--- src/rtl/decoder.sv ---
// Main instruction decoder for the ARM-subset CPU; outputs registered once.
// Optional ADC command support is enabled by defining DECODER_ADC_EN.
module decoder (
  input  logic       clk,
  input  logic       rst_n,
  input  logic [1:0] op,
  input  logic [5:0] funct,
  input  logic [3:0] rd,
  output logic       pcs,
  output logic       reg_w,
  output logic       mem_w,
  output logic       mem_to_reg,
  output logic       alu_src,
  output logic       no_write,
  output logic       shift,
  output logic [1:0] flag_w,
  output logic [1:0] imm_src,
  output logic [1:0] reg_src,
  output logic [2:0] alu_ctl
);

  localparam logic [1:0] OpData   = 2'b00;
  localparam logic [1:0] OpMem    = 2'b01;
  localparam logic [1:0] OpBranch = 2'b10;

  logic       pcs_d, reg_w_d, mem_w_d, mem_to_reg_d, alu_src_d, no_write_d, shift_d;
  logic [1:0] flag_w_d, imm_src_d, reg_src_d;
  logic [2:0] alu_ctl_d;

  logic       cmd_ok, cmd_arith, cmd_test;
  logic [3:0] cmd;

  assign cmd = funct[4:1];

  always_comb begin
    reg_w_d      = 1'b0;
    mem_w_d      = 1'b0;
    mem_to_reg_d = 1'b0;
    alu_src_d    = 1'b0;
    no_write_d   = 1'b0;
    shift_d      = 1'b0;
    flag_w_d     = 2'b00;
    imm_src_d    = 2'b00;
    reg_src_d    = 2'b00;
    alu_ctl_d    = 3'b000;
    cmd_ok       = 1'b1;
    cmd_arith    = 1'b0;
    cmd_test     = 1'b0;

    case (op)
      OpData: begin
        alu_src_d = funct[5];
        case (cmd)
          4'b0100: begin alu_ctl_d = 3'b000; cmd_arith = 1'b1; end
          4'b0010: begin alu_ctl_d = 3'b001; cmd_arith = 1'b1; end
          4'b0000: alu_ctl_d = 3'b010;
          4'b1100: alu_ctl_d = 3'b011;
`ifdef DECODER_ADC_EN
          4'b0101: begin alu_ctl_d = 3'b100; cmd_arith = 1'b1; end
`endif
          4'b1101: begin alu_ctl_d = 3'b101; shift_d = 1'b1; end
          4'b1010: begin alu_ctl_d = 3'b001; cmd_arith = 1'b1; cmd_test = 1'b1; end
          4'b1011: begin alu_ctl_d = 3'b000; cmd_arith = 1'b1; cmd_test = 1'b1; end
          4'b1000: begin alu_ctl_d = 3'b010; cmd_test = 1'b1; end
          default: cmd_ok = 1'b0;
        endcase
        // Unsupported commands collapse to a flag-less, write-less no-op.
        if (cmd_ok) begin
          no_write_d = cmd_test;
          flag_w_d   = {funct[0], funct[0] & cmd_arith};
        end else begin
          no_write_d = 1'b1;
          alu_ctl_d  = 3'b000;
          shift_d    = 1'b0;
        end
        reg_w_d = ~no_write_d;
      end
      OpMem: begin
        alu_src_d = 1'b1;
        imm_src_d = 2'b01;
        if (funct[0]) begin
          reg_w_d      = 1'b1;
          mem_to_reg_d = 1'b1;
        end else begin
          mem_w_d   = 1'b1;
          reg_src_d = 2'b10;
        end
      end
      OpBranch: begin
        alu_src_d = 1'b1;
        imm_src_d = 2'b10;
        reg_src_d = 2'b01;
      end
      default: ;
    endcase

    pcs_d = (reg_w_d && (rd == 4'hF)) || (op == OpBranch);
  end

  always_ff @(posedge clk or negedge rst_n) begin
    if (!rst_n) begin
      pcs        <= 1'b0;
      reg_w      <= 1'b0;
      mem_w      <= 1'b0;
      mem_to_reg <= 1'b0;
      alu_src    <= 1'b0;
      no_write   <= 1'b0;
      shift      <= 1'b0;
      flag_w     <= 2'b00;
      imm_src    <= 2'b00;
      reg_src    <= 2'b00;
      alu_ctl    <= 3'b000;
    end else begin
      pcs        <= pcs_d;
      reg_w      <= reg_w_d;
      mem_w      <= mem_w_d;
      mem_to_reg <= mem_to_reg_d;
      alu_src    <= alu_src_d;
      no_write   <= no_write_d;
      shift      <= shift_d;
      flag_w     <= flag_w_d;
      imm_src    <= imm_src_d;
      reg_src    <= reg_src_d;
      alu_ctl    <= alu_ctl_d;
    end
  end

endmodule

--- config.mk ---
export PLATFORM = sky130hd
export DESIGN_NAME = decoder
export DESIGN_NICKNAME = d
export VERILOG_FILES = /design/src/rtl/decoder.sv
export SDC_FILE = /design/constraint.sdc
export NUM_CORES = 1
export LEC_CHECK = 0
export CORE_MARGIN = 2
export CORE_UTILIZATION = 37
export CTS_CLUSTER_SIZE = 8
export DETAILED_ROUTE_END_ITERATION = 7
export PLACE_DENSITY = 0.75
export SLEW_MARGIN = 20
export SYNTH_ARGS = -nofsm -noshare
export SYNTH_HDL_FRONTEND = slang
export SYNTH_SLANG_ARGS = --single-unit
--- constraint.sdc ---
create_clock -name clk -period 0.8 [get_ports clk]
set_input_delay 0.16 -clock clk [delete_from_list [all_inputs] [get_ports clk]]
set_output_delay 0.16 -clock clk [all_outputs]
set_load 0.02 [all_outputs]
==> results.toml <==
[worst_setup_path]
critPathCaptureType = "primary output"
cp.arrival_ns = 0.81
cp_num_buf_inv = 1
critPathMaxStageDelay_ns = 0.38
cp_slowest_cell = "dfrtp_1"
path_max_fanout = 2
path_delay_family = "flip-flops"
criticalPathCategory = "reg -> out"
crit_path_start_kind = "flop"
crit_chain = "buf_2"
worstPathRequired_ns = 0.64

[timing]
tightest_slew_ns = 0.194
finalCritPeriodShare_pct = 121
setup_tns_ns = -2.37
finalMaxSlewViolations = 0
fin_hold_ws_ns = 0.168
max_freq_ghz = 1.03
fin_ws_ns = -0.166
rsz0062_at_grt = "yes"
setup_viol = 16
hold_viol_final = 0
period_needed_ns = 0.966
max_slew_margin_pct = 86.8

[detailed_routing]
drt_iter0_drc = 8
via_count = 512
drcViolationCount = 0
avgViaCountPerCell = 4.83
drtAntennaViolNets = 0
drt_wl_total_um = 1390
wl_per_cell_um = 13.1
drt-pass1-iter-count = 4

[synthesis]
seq_area_frac_synth_pct = 58.9
netlist_instances = 47
yosys_warnings = 0
synth_compound_area_share_pct = 11.2
synth_fa_ha_area_share_pct = 10.5
ys_ff_latch = 14
muxShareOfSynthArea_pct = 1.68
synth_xor_area_share_pct = 0
syn-mean-instance-area_um2 = 12.6
synth_top_family_by_area = "simple AND/OR/NAND/NOR gates"
syn-cell-area_um2 = 594
yosys.area_share.simple_pct = 13.3
synth_cell_type_count = 23
syn-num-nets = 66

[grt]
globalRouteOverflowTotal = 0
antenna_found_initial = 0
grt.total_usage_pct = 16.4
grt_pass1_vias = 472
grt_max_degree = 15
grt_pass1_wl_um = 2200

[final_layout]
num_antenna_cells = 0
final_nets = 110
largest_register_ffs = 3
top_regs = "alu_ctl: 3 flops, flag_w: 2 flops"
syn2layout_area_growth_pct = 82.9
regMostFlops = "alu_ctl"
drive_above_1_share_pct = 50.0
most-common-layout-cells = "14 x dfrtp_1, 14 x buf_6, 11 x buf_4"
post-route-util_pct = 72.2
nFillCells = 108

[floorplanning]
die_y_um = 44.1
io_pins = 30
start_util_pct = 39.5
coreArea_um2 = 1510
die_area_um2 = 1940
fp-row-count = 14
die_w_um = 44.1

[cts]
cts.sinks = 14
postCtsHoldBufs = 0
htree_levels = 1
path_clk_slew_ns = 0.09
cts_root_buf = "clkbuf_4"
clockBufferDepth = 2
cts_tree = "done"
cts_buffers = 3

[power]
power.share.switching_pct = 25.3
clkPwrFrac_pct = 31.4
combPwrFrac_pct = 22.1
p_switching_uw = 408
seq_power_share_pct = 46.5
ir_worst_vdd_mv = 0.716
power.leakage_uw = 0.000569
p_int_uw = 1200
p_per_area_nw_per_um2 = 1480

[place]
dpl.hpwl_um = 1020
place_worst_setup_slack_ns = -0.805
portBuffers = 29
gp_congestion = 0.752

[run]
maxCapViolCount = 0

[hold_path]
hold_class = "in -> reg"

[outcome]
violations = "setup timing"
status = "complete, but fails checks"
cells in the mapped netlist:
cell	instances	area (µm²)
a21boi_0	1	7.51
a21o_1	1	7.51
a21oi_1	1	5.00
a221oi_1	1	8.76
a31o_1	1	8.76
a31oi_1	1	6.26
and2_1	1	6.26
and3_1	2	12.5
and4_1	1	8.76
buf_4	2	15.0
dfrtp_1	14	350
ha_1	5	62.6
inv_1	3	11.3
mux2i_1	1	10.0
nand2_1	1	3.75
nand2b_1	1	6.26
nor2_1	3	11.3
nor2b_1	1	6.26
nor3b_1	2	15.0
nor4b_1	1	8.76
o211a_1	1	10.0
o21a_1	1	7.51
o21ai_0	1	5.00
power groups by stage:
stage	Clock, µW	Combinational, µW	Sequential, µW
finish	506	357	749
global route	557	385	751
CTS	514	343	750
detailed placement	0	345	759
global placement	0	339	758
floorplan	0	76.9	799
metrics by stage:
stage	instances	instance area, µm²	total power (µW)
2_1_floorplan	47	624	875
3_3_place_gp	102	1020	1100
3_5_place_dp	102	1020	1100
4_1_cts	106	1070	1610
5_1_grt	106	1090	1690
6_report	106	1090	1610
timing repair:
item / 4_1_cts / 5_1_grt
gates resized for setup: 109 / 9
setup endpoints to repair: 30 / 22
setup buffers: 0 / 0
pin swaps: 2 / 1
cell families (layout without fill, tap and decap cells):
family / after synthesis / count (layout)
simple gates: 13 / 13
mux: 1 / 1
fa+ha+maj: 5 / 5
flops: 14 / 14
compound gates: 9 / 9
buf+inv: 5 / 48
per-layer routing:
layer / track usage [%] / wire, µm
met1: 23.3 / 666
met2: 22.4 / 624
met3: 3.67 / 70
met4: 10.9 / 27
met5: 0 / 0
final timing paths:
check                           start    endpoint  slack, ns  cells past startpoint
worst max-delay path       reg_src[0]  imm_src[1]      -0.17                      1
min in group asynchronous       rst_n       shift       0.20                      2
max in group asynchronous       rst_n       mem_w       0.49                      2
worst min-delay path         funct[3]   flag_w[1]       0.17                      2
final cells by class:
type	count	area, µm²	area share, %
Timing Repair Buffer	41	378	34.8
Clock buffer	4	36.3	3.34
Tap cell	16	20.0	1.84
Sequential cell	14	350	32.2
Inverter	3	23.8	2.19
Multi-Input combinational cell	28	279	25.7
Note: power is estimated with default switching activity, not from simulation.
==> RTL edit, RTL diff (config.mk and constraints unchanged) <==
Register the input `rd` before use, cleared by the reset. The logic sees it one clock later. The other inputs are not delayed to match.
--- a/src/rtl/decoder.sv
+++ b/src/rtl/decoder.sv
@@ -23,4 +23,14 @@
   localparam logic [1:0] OpMem    = 2'b01;
   localparam logic [1:0] OpBranch = 2'b10;
+
+  logic [3:0] rd_q;
+
+  always_ff @(posedge clk or negedge rst_n) begin
+    if (!rst_n) begin
+      rd_q <= '0;
+    end else begin
+      rd_q <= rd;
+    end
+  end
 
   logic       pcs_d, reg_w_d, mem_w_d, mem_to_reg_d, alu_src_d, no_write_d, shift_d;
@@ -95,5 +105,5 @@
     endcase
 
-    pcs_d = (reg_w_d && (rd == 4'hF)) || (op == OpBranch);
+    pcs_d = (reg_w_d && (rd_q == 4'hF)) || (op == OpBranch);
   end
 
Behaviour: not the same (Yosys sat finds a counterexample within 4 cycles, from zero or initial values and one cycle with rst_n low).
==> RTL edit against the original RTL <==
The run still ends with negative setup slack left. Sequential cell count grew 5. Total power rose by 19%. Area after synthesis is 25% higher. Routed wire length increased by 19%. Clock power up 2%. Final area is 16% higher. Maximum frequency down 4.1%. Worst setup slack worse by 0.041 ns. Highest routed layer is now met3.
==> RTL edit: results (changes against the original RTL) <==
| Metric | Value |
|---|---|
| Status | finished, violations left (unchanged) |
| Failing checks | negative setup slack (unchanged) |
| Worst slack, placed | -0.859 ns (was -0.805 ns) |
| Hold-critical path depth | 3 (was 2) |
| Synth Area in Adders | 8.40% (was 10.5%) |
| Net Count, Synth | 77 (was 66) |
| CP arrival | 0.85 ns (was 0.81 ns) |
| Synth Instances | 58 (was 47) |
| Layout cells sized above 1 | 49.0% (was 50.0%) |
| Inst Count DP | 125 (was 102) |
| Tot GR Track Use | 14.9% (was 16.4%) |
| Final setup violation count | 17 (was 16) |
| Final worst setup slack | -0.207 ns (was -0.166 ns) |
| Synth Area in Compound Gates | 8.91% (was 11.2%) |
| Placed wire-length estimate | 1.23 mm (was 1.02 mm) |
| Fraction of area in non-clock buffers | 30.7% (was 34.8%) |
| Fraction of area in registers | 37.7% (was 32.2%) |
| Fillers | 149 (was 108) |
| Via count | 578 (was 512) |
| Met2 GRT Util | 27.4% (was 22.4%) |
| Clk pwr share | 26.8% (was 31.4%) |
| DR iter-0 viols | 4 (was 8) |
| Netlist cell types | 21 (was 23) |
| Met2 WL | 951 um (was 624 um) |
| Largest net degree at the start of global routing | 20 (was 15) |
| Routed met1 length | 606 um (was 666 um) |
| Worst vdd ir | 0.906 mV (was 0.716 mV) |
| Most frequent cells after synthesis | 19 x dfrtp_1, 5 x ha_1, 5 x nor2_1, 4 x inv_1 (was 14 x dfrtp_1, 5 x ha_1, 3 x inv_1, 3 x nor2_1) |
| Biggest regs | rd_q (4), alu_ctl (3) (was alu_ctl (3), flag_w (2)) |
| Met1 Use GR | 15.1% (was 23.3%) |
| Ranking of synthesized cells by area | dfrtp_1 64%, ha_1 8.4%, nand2b_1 2.5% (was dfrtp_1 59%, ha_1 11%, buf_4 2.5%) |
| Proportion of synthesized area in mux cells | 0% (was 1.68%) |
| Count of non-CTS inverters in the layout | 4 (was 3) |
| Bufs w/o clock | 42 (was 41) |
| Vias in the first global route | 590 (was 472) |
| Fin Setup TNS | -2.99 ns (was -2.37 ns) |
| Post-synthesis sequential area ratio | 63.9% (was 58.9%) |
| Post-DP Area | 1190 um^2 (was 1020 um^2) |
| Vias/cell | 4.48 (was 4.83) |
| Multi-input gates | 33 (was 28) |
| Pin slew with the least headroom to its limit | 0.256 ns (was 0.194 ns) |
| Post_cts resized | 113 (was 109) |
| Sequential cell area | 475 um^2 (was 350 um^2) |
| Yosys reg bits | 19 (was 14) |
| Clock buffers | 3 (was 4) |
| Combinational power | 389 uW (was 357 uW) |
| Area of the multi-input gates | 307 um^2 (was 279 um^2) |
| Top Metal Used | met3 (was met4) |
==> RTL edit: changes by cell type after synthesis, moves of 2 or more <==
cell / unedited run / this run
dfrtp_1: 14 / 19
and3_1: 2 / 0
nand2_1: 1 / 3
nand2b_1: 1 / 3
nor2_1: 3 / 5
nor2b_1: 1 / 3
nor3b_1: 2 / 0
==> RTL edit: final timing paths <==
kind / from / end / slack (ns)
worst min register to register: rd_q[3] / pcs / 0.64
min in group asynchronous: rst_n / alu_ctl[0] / 0.18
worst max-delay path: reg_src[0] / imm_src[1] / -0.21
worst min-delay path: funct[2] / alu_ctl[0] / 0.15
max in group asynchronous: rst_n / alu_src / 0.48
worst max register to register: rd_q[0] / pcs / -0.02
==> RTL edit: cell families (layout without fill, tap and decap cells) <==
group | Yosys count | in the layout
flops | 19 | 19
fa+ha+maj | 5 | 5
buf+inv | 6 | 50
compound gates | 8 | 8
simple gates | 20 | 20
